===== config.mk =====
export PLATFORM = sky130hd
export DESIGN_NAME = param_digital_clock_flat
export DESIGN_NICKNAME = d
export VERILOG_FILES = /design/src/rtl/clock_pkg.sv /design/src/rtl/param_digital_clock_if.sv /design/src/rtl/mod_counter.sv /design/src/rtl/param_digital_clock.sv /design/src/flat_wrapper.sv
export SDC_FILE = /design/constraint.sdc
export NUM_CORES = 1
export LEC_CHECK = 0
export BUFFER_PORTS_ARGS = -buffer_cell sky130_fd_sc_hd__buf_2
export CAP_MARGIN = 0
export CELL_PAD_IN_SITES_DETAIL_PLACEMENT = 1
export CELL_PAD_IN_SITES_GLOBAL_PLACEMENT = 2
export CORE_ASPECT_RATIO = 0.75
export CORE_UTILIZATION = 33
export DETAILED_ROUTE_END_ITERATION = 10
export PLACE_DENSITY_LB_ADDON = 0.1
export SLEW_MARGIN = 25
export SYNTH_ARGS = -nofsm -noshare
export SYNTH_HDL_FRONTEND = slang
export SYNTH_SLANG_ARGS = --single-unit

===== constraint.sdc =====
create_clock -name CLK -period 3.3 [get_ports CLK]
set_input_delay 0.66 -clock CLK [delete_from_list [all_inputs] [get_ports CLK]]
set_output_delay 0.66 -clock CLK [all_outputs]
set_load 0.005 [all_outputs]

===== src/rtl/clock_pkg.sv =====
// Shared limits, widths and BCD helper for the time-of-day clock.
package clock_pkg;
  localparam int H_MAX  = 23;
  localparam int MS_MAX = 59;
  localparam int H_W    = 5;
  localparam int MS_W   = 6;

  function automatic logic [7:0] bin2bcd(input logic [5:0] v);
    logic [3:0] t, u;
    t = 4'(v / 6'd10);
    u = 4'(v % 6'd10);
    return {t, u};
  endfunction
endpackage


===== src/rtl/param_digital_clock_if.sv =====
// Preset/alarm controls in, BCD display and status pulses out.
interface param_digital_clock_if;
  import clock_pkg::*;
  logic            LOAD;
  logic [H_W-1:0]  LD_H;
  logic [MS_W-1:0] LD_M, LD_S;
  logic            MODE12;
  logic            ALM_EN;
  logic [H_W-1:0]  ALM_H;
  logic [MS_W-1:0] ALM_M;
  logic [3:0]      Hh, Hl, Mh, Ml, Sh, Sl;
  logic            PM, SEC_TICK, isFull, ALARM, LD_ERR;

  modport master (output LOAD, LD_H, LD_M, LD_S, MODE12, ALM_EN, ALM_H, ALM_M,
                  input  Hh, Hl, Mh, Ml, Sh, Sl, PM, SEC_TICK, isFull, ALARM, LD_ERR);
  modport slave  (input  LOAD, LD_H, LD_M, LD_S, MODE12, ALM_EN, ALM_H, ALM_M,
                  output Hh, Hl, Mh, Ml, Sh, Sl, PM, SEC_TICK, isFull, ALARM, LD_ERR);
endinterface


===== src/rtl/mod_counter.sv =====
// Wrap-around 0..MAX counter; co flags the increment that wraps back to zero.
module mod_counter #(
  parameter int MAX = 59,
  parameter int W   = 6
) (
  input  logic         clk,
  input  logic         rst,
  input  logic         clr,
  input  logic         ld,
  input  logic [W-1:0] ld_val,
  input  logic         inc,
  output logic [W-1:0] q,
  output logic         co
);
  assign co = inc && (q == W'(MAX));

  always_ff @(posedge clk) begin
    if (rst || clr)  q <= '0;
    else if (ld)     q <= ld_val;
    else if (inc)    q <= co ? '0 : q + 1'b1;
  end
endmodule


===== src/rtl/param_digital_clock.sv =====
// H:M:S clock with prescaler, preset load, 12/24 h display, hour pulse and one-shot alarm.
module param_digital_clock
  import clock_pkg::*;
#(
  parameter int DIV     = 50_000_000,
  parameter int ALM_LEN = 60
) (
  input logic CLK,
  input logic RST,
  param_digital_clock_if.slave bus
);
  localparam int PW = (DIV > 1) ? $clog2(DIV) : 1;

  logic [PW-1:0]   pre;
  logic [MS_W-1:0] s, m;
  logic [H_W-1:0]  h, h_disp;
  logic            range_ok, ld_ok, tick, s_co, m_co, h_co;
  logic [MS_W-1:0] m_nx;
  logic [H_W-1:0]  h_nx;
  logic            alm_hit;
  logic            sec_tick, is_full, ld_err, alarm;
  logic [7:0]      arem;
  logic [7:0]      bcd_h, bcd_m, bcd_s;

  assign range_ok = (bus.LD_H <= H_W'(H_MAX)) && (bus.LD_M <= MS_W'(MS_MAX)) &&
                    (bus.LD_S <= MS_W'(MS_MAX));
  assign ld_ok    = bus.LOAD && range_ok;
  // Any LOAD, accepted or rejected, suppresses the tick.
  assign tick     = !bus.LOAD && (pre == PW'(DIV - 1));

  always_ff @(posedge CLK) begin
    if (RST)            pre <= '0;
    else if (ld_ok)     pre <= '0;
    else if (bus.LOAD)  pre <= pre;
    else if (tick)      pre <= '0;
    else                pre <= pre + 1'b1;
  end

  mod_counter #(.MAX(MS_MAX), .W(MS_W)) u_sec (
    .clk(CLK), .rst(RST), .clr(1'b0), .ld(ld_ok), .ld_val(bus.LD_S),
    .inc(tick), .q(s), .co(s_co));
  mod_counter #(.MAX(MS_MAX), .W(MS_W)) u_min (
    .clk(CLK), .rst(RST), .clr(1'b0), .ld(ld_ok), .ld_val(bus.LD_M),
    .inc(s_co), .q(m), .co(m_co));
  mod_counter #(.MAX(H_MAX), .W(H_W)) u_hr (
    .clk(CLK), .rst(RST), .clr(1'b0), .ld(ld_ok), .ld_val(bus.LD_H),
    .inc(m_co), .q(h), .co(h_co));

  // Time after this tick, used to match the alarm at S==0 without waiting a cycle.
  assign m_nx    = m_co ? '0 : m + 1'b1;
  assign h_nx    = h_co ? '0 : (m_co ? h + 1'b1 : h);
  assign alm_hit = s_co && bus.ALM_EN && (m_nx == bus.ALM_M) && (h_nx == bus.ALM_H);

  always_ff @(posedge CLK) begin
    if (RST) begin
      sec_tick <= 1'b0;
      is_full  <= 1'b0;
      ld_err   <= 1'b0;
    end else begin
      sec_tick <= tick;
      is_full  <= m_co;
      ld_err   <= bus.LOAD && !range_ok;
    end
  end

  always_ff @(posedge CLK) begin
    if (RST || !bus.ALM_EN) begin
      alarm <= 1'b0;
      arem  <= '0;
    end else if (alm_hit) begin
      alarm <= 1'b1;
      arem  <= 8'(ALM_LEN);
    end else if (tick && alarm) begin
      if (arem == 8'd1) alarm <= 1'b0;
      arem <= arem - 8'd1;
    end
  end

  always_comb begin
    h_disp = h;
    if (bus.MODE12) begin
      if (h == '0)                 h_disp = H_W'(12);
      else if (h > H_W'(12))       h_disp = h - H_W'(12);
    end
  end

  assign bcd_h = bin2bcd({1'b0, h_disp});
  assign bcd_m = bin2bcd(m);
  assign bcd_s = bin2bcd(s);

  assign bus.Hh       = bcd_h[7:4];
  assign bus.Hl       = bcd_h[3:0];
  assign bus.Mh       = bcd_m[7:4];
  assign bus.Ml       = bcd_m[3:0];
  assign bus.Sh       = bcd_s[7:4];
  assign bus.Sl       = bcd_s[3:0];
  assign bus.PM       = (h >= H_W'(12));
  assign bus.SEC_TICK = sec_tick;
  assign bus.isFull   = is_full;
  assign bus.ALARM    = alarm;
  assign bus.LD_ERR   = ld_err;
endmodule


===== src/flat_wrapper.sv =====
// flat-port wrapper written by rule: the top's interface ports become plain ports
module param_digital_clock_flat import clock_pkg::*;
#(
  parameter int DIV     = 50_000_000,
  parameter int ALM_LEN = 60
)
  (CLK, RST, bus_LOAD, bus_LD_H, bus_LD_M, bus_LD_S, bus_MODE12, bus_ALM_EN, bus_ALM_H, bus_ALM_M, bus_Hh, bus_Hl, bus_Mh, bus_Ml, bus_Sh, bus_Sl, bus_PM, bus_SEC_TICK, bus_isFull, bus_ALARM, bus_LD_ERR);
  param_digital_clock_if bus_i ();
  input logic CLK;
  input logic RST;
  input wire logic [$bits(bus_i.LOAD)-1:0] bus_LOAD;
  input wire logic [$bits(bus_i.LD_H)-1:0] bus_LD_H;
  input wire logic [$bits(bus_i.LD_M)-1:0] bus_LD_M;
  input wire logic [$bits(bus_i.LD_S)-1:0] bus_LD_S;
  input wire logic [$bits(bus_i.MODE12)-1:0] bus_MODE12;
  input wire logic [$bits(bus_i.ALM_EN)-1:0] bus_ALM_EN;
  input wire logic [$bits(bus_i.ALM_H)-1:0] bus_ALM_H;
  input wire logic [$bits(bus_i.ALM_M)-1:0] bus_ALM_M;
  output wire logic [$bits(bus_i.Hh)-1:0] bus_Hh;
  output wire logic [$bits(bus_i.Hl)-1:0] bus_Hl;
  output wire logic [$bits(bus_i.Mh)-1:0] bus_Mh;
  output wire logic [$bits(bus_i.Ml)-1:0] bus_Ml;
  output wire logic [$bits(bus_i.Sh)-1:0] bus_Sh;
  output wire logic [$bits(bus_i.Sl)-1:0] bus_Sl;
  output wire logic [$bits(bus_i.PM)-1:0] bus_PM;
  output wire logic [$bits(bus_i.SEC_TICK)-1:0] bus_SEC_TICK;
  output wire logic [$bits(bus_i.isFull)-1:0] bus_isFull;
  output wire logic [$bits(bus_i.ALARM)-1:0] bus_ALARM;
  output wire logic [$bits(bus_i.LD_ERR)-1:0] bus_LD_ERR;
  assign bus_i.LOAD = bus_LOAD;
  assign bus_i.LD_H = bus_LD_H;
  assign bus_i.LD_M = bus_LD_M;
  assign bus_i.LD_S = bus_LD_S;
  assign bus_i.MODE12 = bus_MODE12;
  assign bus_i.ALM_EN = bus_ALM_EN;
  assign bus_i.ALM_H = bus_ALM_H;
  assign bus_i.ALM_M = bus_ALM_M;
  assign bus_Hh = bus_i.Hh;
  assign bus_Hl = bus_i.Hl;
  assign bus_Mh = bus_i.Mh;
  assign bus_Ml = bus_i.Ml;
  assign bus_Sh = bus_i.Sh;
  assign bus_Sl = bus_i.Sl;
  assign bus_PM = bus_i.PM;
  assign bus_SEC_TICK = bus_i.SEC_TICK;
  assign bus_isFull = bus_i.isFull;
  assign bus_ALARM = bus_i.ALARM;
  assign bus_LD_ERR = bus_i.LD_ERR;
  param_digital_clock #(.DIV(DIV), .ALM_LEN(ALM_LEN)) u_core (.CLK(CLK), .RST(RST), .bus(bus_i));
endmodule

After elaboration in Yosys (flattened, before gate mapping)
Cells that the tools add are included.
{"block": "classes", "eq_ne": 7, "n_div": 6, "n_reduce_logical": 25, "magnitude_cmp": 5, "n_addsub": 6, "mux": 20}
{"op": "6-bit two-way mux", "count": 8}
{"op": "5-bit two-way mux", "count": 8}
{"op": "26-bit by 1-bit adder with 26-bit output (second input constant)", "count": 1}
{"op": "26-bit equality test (second input constant)", "count": 1}
{"op": "26-bit two-way mux", "count": 1}
{"op": "6-bit by 1-bit adder with 6-bit output (second input constant)", "count": 2}
{"op": "6-bit by 4-bit divider with 6-bit output (second input constant)", "count": 2}
{"op": "6-bit equality test (second input constant)", "count": 2}
{"op": "6-bit less-or-equal comparator (second input constant)", "count": 2}
{"op": "1-bit logical AND", "count": 12}
{"op": "6-bit by 4-bit remainder unit with 6-bit output (second input constant)", "count": 2}
{"op": "2-bit nonzero test", "count": 5}
{"op": "8-bit by 1-bit equality test with 1-bit output (second input constant)", "count": 1}
{"op": "8-bit by 1-bit subtractor with 8-bit output (second input constant)", "count": 1}
{"op": "5-bit by 4-bit divider with 6-bit output (second input constant)", "count": 1}
{"op": "6-bit equality test", "count": 1}
{"op": "5-bit by 4-bit remainder unit with 6-bit output (second input constant)", "count": 1}
{"op": "5-bit by 1-bit adder with 5-bit output (second input constant)", "count": 1}
{"op": "5-bit equality test", "count": 1}
{"op": "5-bit equality test (second input constant)", "count": 1}
{"op": "5-bit by 4-bit >= comparator with 1-bit output (second input constant)", "count": 1}
{"op": "5-bit by 4-bit greater-than comparator with 1-bit output (second input constant)", "count": 1}
{"op": "5-bit less-or-equal comparator (second input constant)", "count": 1}
{"op": "5-bit logical NOT", "count": 1}
{"op": "other kinds (6)", "count": 11}
{"block": "word_totals", "ff_bits": 55, "inputBits": 33, "word_cells": 79, "out_inout_bits": 29}

Logic depth before layout (Yosys ltp)
{"block": "logic_depth", "depth_word": 10, "depth_mapped": 13, "mapped_depth_nobuf": 12}

By module
Synthesis repeated with hierarchy kept, for this count alone.
{"block": "hier_totals", "cells_unflattened": 537, "hier_area_um2": 4192.8}
{"mod": "param_digital_clock", "seq_area_each_um2": 760.7, "area_per_inst_um2": 3158.0, "cells_per_inst": 416, "instances": 1}
{"mod": "mod_counter at u_core.u_min ...", "seq_area_each_um2": 120.1, "area_per_inst_um2": 381.6, "cells_per_inst": 45, "instances": 2}
{"mod": "mod_counter at u_core.u_hr", "seq_area_each_um2": 100.1, "area_per_inst_um2": 271.5, "cells_per_inst": 31, "instances": 1}

Worst setup path before layout
No wires, ideal clock.
{"block": "synth_timing", "kind": "register -> output", "startpoint": "register u_core.u_sec.q[3]", "endpoint": "output bus_Sl[3]", "t_arrival_ps": 2325, "t_required_ps": 2640, "path_stages_with_launch": 12, "n_path_buf": 1, "path_slack_ps": 315, "path_cell_list": "dfxtp_1 -> buf_2 -> inv_1 -> ha_1 -> nor2b_1 -> o22ai_1 -> a31oi_1 -> xnor2_1 -> nand2_1 -> a222oi_1 -> nor2_1 -> xor2_1"}
{"block": "synth_via", "elab_chain_cells": 1}
{"element": "from (decl)", "line": "mod_counter.sv:12", "source": "output logic [W-1:0] q,"}
{"element": "from (signal assigned)", "line": "mod_counter.sv:19", "source": "else if (ld) q <= ld_val;"}
{"element": "from (signal assigned)", "line": "mod_counter.sv:20", "source": "else if (inc) q <= co ? '0 : q + 1'b1;"}
{"element": "6-bit by 4-bit remainder unit with 6-bit output", "line": "clock_pkg.sv:11", "source": "u = 4'(v % 6'd10);"}
{"element": "to (decl)", "line": "flat_wrapper.sv:24", "source": "output wire logic [$bits(bus_i.Sl)-1:0] bus_Sl;"}
Every way passes these cells.

Worst setup path after layout
{"block": "layout_timing", "startpoint": "register u_core.u_hr.q[2]", "endpoint": "output bus_Hl[2]"}
{"block": "layout_via", "elab_chain_cells": 5, "word_cells_on_any_way": 7}
{"element": "from (decl)", "line": "mod_counter.sv:12"}
{"element": "from (signal assigned)", "line": "mod_counter.sv:19"}
{"element": "from (signal assigned)", "line": "mod_counter.sv:20"}
{"element": "5-bit by 4-bit subtractor with 5-bit output or 5-bit by 4-bit greater-than comparator with 1-bit output (tied branches)", "line": "param_digital_clock.sv:83", "source": "else if (h > H_W'(12)) h_disp = h - H_W'(12);"}
{"element": "5-bit two-way mux", "line": "param_digital_clock.sv:83"}
{"element": "5-bit two-way mux", "line": "param_digital_clock.sv:82", "source": "if (h == '0) h_disp = H_W'(12);"}
{"element": "5-bit two-way mux (*)", "line": "param_digital_clock.sv:81", "source": "if (bus.MODE12) begin"}
{"element": "5-bit by 4-bit remainder unit with 6-bit output (*)", "line": "clock_pkg.sv:11"}
{"element": "to (decl)", "line": "flat_wrapper.sv:20", "source": "output wire logic [$bits(bus_i.Hl)-1:0] bus_Hl;"}
Mark *: on every way between the ends. The rest lies on a longest branch, timed or not.

==> results.json <==
{
  "p_sw_share_pct": 31.6,
  "io_pins": 62,
  "antenna_left": 0,
  "p_per_area_nw_per_um2": 357,
  "slew_viol_final": 0,
  "finalHoldViolations": 0,
  "final_common_cell": "nor2_1",
  "gp_congestion": 0.809,
  "rsz0062_at_grt": "true",
  "drt_wl_total_microns": 12000,
  "drt_pass1_iterations": 4,
  "syn_inst": 514,
  "die_x_microns": 128,
  "worstPathArrival_ns": 2.48,
  "finalCritPeriodShare_pct": 95.3,
  "synth-seq-cells": 55,
  "drive_gt1_share_pct": 24.4,
  "async_flop_share_pct": 0,
  "overflow": 0,
  "peakVddDrop_mv": 0.228,
  "drc": 0,
  "hold_ws_ns": 0.533,
  "internal_power_mw": 1.18,
  "htreeDepth": 2,
  "crit_path_cell_trace": "ha_2, nand2_1, a31o_2, a21oi_1, a311o_1, and2_4, a21oi_2, ha_2, and2_1, o21ai_0, buf_2",
  "fillers": 1464,
  "avgSynthCellArea_sq_um": 7.62,
  "grt_max_degree": 26,
  "die-area_sq_um": 12300,
  "p_sw_mw": 0.547,
  "power_mw": 1.73,
  "final_cell_mix": "nor2_1 (66), buf_2 (57), dfxtp_1 (48)",
  "clk_latency_ns": 0.31,
  "synth_cell_types": 69,
  "tightest_slew_ns": 0.531,
  "yosys-top-cells-area": "dfxtp_1 (28%), nor2_1 (6.4%), ha_1 (6.4%)",
  "grt_pass1_wl_microns": 19500,
  "crit_fanout": 5,
  "track_usage_pct": 20.3,
  "finalClockSkew_ns": 0.0113,
  "fin_setup_tns_ns": 0,
  "synthFlopType": "dfxtp_1",
  "yosys_warnings": 0,
  "vias_per_cell": 5.21,
  "synth_edf_count": 0,
  "p_clk_share_pct": 33.1,
  "antenna_found_initial": 0,
  "ys_seq_area_share_pct": 28.1,
  "antenna_cells": 0,
  "holdCritPathClass": "reg2reg",
  "dr_total_vias": 3942,
  "cp.required_ns": 2.64,
  "drv_cap": 0,
  "start_kind": "flop",
  "yosys.area.top_type": "dfxtp_1",
  "leakagePower_nw": 2.00,
  "rows": 34,
  "cts_buffers": 5,
  "max_freq_ghz": 0.318,
  "path_common_cell": "ha_2",
  "grt_pass1_vias": 3915,
  "slew_headroom_pct": 64.3,
  "place_worst_setup_slack_ns": 0.137,
  "area.growth.synth_to_final_pct": 23.5,
  "fin_ws_ns": 0.155,
  "yosys.area.top_type_share_pct": 28.1,
  "synth_area_sq_um": 3920,
  "wl_per_cell_microns": 15.9,
  "fin_util_pct": 41.8,
  "final.min_clock_period_ns": 3.14,
  "die_h_microns": 96.4,
  "final-setup-viol-count": 0,
  "cts_root_buf": "clkbuf_16",
  "power_frac_comb_pct": 26.1,
  "clk_pin_slew_ns": 0.07,
  "drt-initial-drc-count": 142,
  "pwr-share-seq_pct": 40.7,
  "core_sq_um": 11600,
  "cp-end-kind": "primary output",
  "nNetsFinal": 647,
  "slowest_delay_ns": 0.36,
  "status": "finished clean",
  "cts_hold_buf": 0,
  "critPathKind": "reg2out",
  "start_util_pct": 33.9,
  "port_buffers": 57,
  "cts_tree": "yes",
  "clk_path_buf_depth": 2,
  "clock_sinks": 55,
  "dp_hpwl_microns": 9510,
  "critical_path.slowest_cell": "dfxtp_4"
}
==> stage by stage <==
step,area [sq um],cells
global route,4840,757
finish,4840,757
CTS,4710,750
global placement,4500,738
detailed placement,4500,738
floorplan,3930,517
==> synthesized netlist by cell type (all sizes together) (2+ instances only) <==
cell     instances
o22ai            3
nand3b           4
or3              2
or2              2
o21bai           2
nor2            67
nor4             4
a31o             2
o2111ai          2
o21ai           22
a211o            2
nand3           30
and4b            4
nor4b            2
inv             23
nor3b            3
and4             4
nor3            23
buf             10
and2             8
a21oi           24
o21a             4
mux2i            6
dfxtp           55
xor2            22
nand2           45
nor2b           10
nand2b           6
mux2             2
o211ai           4
a22oi            3
xnor2           21
ha              20
clkbuf          18
and3            10
o311ai           3
a21o             3
a211oi           8
a311oi           3
nand4            9
==> worst max-delay path: cells and delay by family, from the launching register on <==
family | cells | cell delay (ns)
and+or+nand+nor | 3 | 0.40
DFF | 1 | 0.36
AOI/OAI and AO/OA | 5 | 0.79
adders and majority gates | 2 | 0.49
buffers and inverters | 1 | 0.13
==> cell type report <==
cell class | count | area, sq um | area share, %
clock buffers | 5 | 125 | 2.59
clock inverters | 3 | 27.5 | 0.569
well taps | 162 | 203 | 4.19
flip-flops and latches | 55 | 1110 | 23.0
multi-input cells | 410 | 2680 | 55.4
inverters | 24 | 92.6 | 1.91
repair buffers | 98 | 593 | 12.3
==> state kept, by name (all words and copies together) (netlist names) <==
name / cells
u_core.arem: 8
u_core.bus.ALARM: 1
u_core.bus.LD_ERR: 1
u_core.bus.SEC_TICK: 1
u_core.bus.isFull: 1
u_core.pre: 26
u_core.u_hr.q: 5
u_core.u_min.q: 6
u_core.u_sec.q: 6
==> logic make-up after synthesis <==
logic type	after synthesis	synth area share, %
compound gates	100	17.3
other cells	1	0.0957
buf+inv	52	5.81
simple gates	235	30.6
mux	8	2.11
fa+ha+maj	20	6.39
xor+xnor	43	9.61
flops	55	28.1
==> layer usage <==
layer	vias up	part of all wire [%]	global-route usage [%]
li1	1973	-	-
met5	-	0	0
met4	0	0.99	5.20
met2	67	44	32.9
met3	11	3.1	3.06
met1	1891	52	28.1
==> power by group through the flow <==
| stage | Clock (mW) | Combinational, mW | Sequential [mW] |
|---|---|---|---|
| 6_report | 0.573 | 0.452 | 0.704 |
| 2_1_floorplan | 0 | 0.252 | 0.712 |
| 4_1_cts | 0.591 | 0.423 | 0.704 |
| 5_1_grt | 0.618 | 0.507 | 0.707 |
| 3_5_place_dp | 0 | 0.403 | 0.720 |
| 3_3_place_gp | 0 | 0.397 | 0.719 |
==> worst paths after layout <==
path                startpoint        endpoint  slack, ns  depth (start not counted)
max           u_core.u_hr.q[2]       bus_Hl[2]       0.16                         11
min              u_core.pre[1]   u_core.pre[1]       0.53                          2
max reg2reg  u_core.u_min.q[0]  u_core.arem[5]       0.38                          8
min reg2reg      u_core.pre[1]   u_core.pre[1]       0.53                          2
==> what timing repair did <==
| item | CTS | global route |
|---|---|---|
| buffers inserted | 4 | 7 |
| hold endpoints to repair | 0 | 0 |
| endpoints found under the setup margin | 5 | 8 |
| pin swaps | 4 | 8 |
| gates resized for setup | 8 | 23 |
Note: power is estimated with default switching activity, not from simulation.
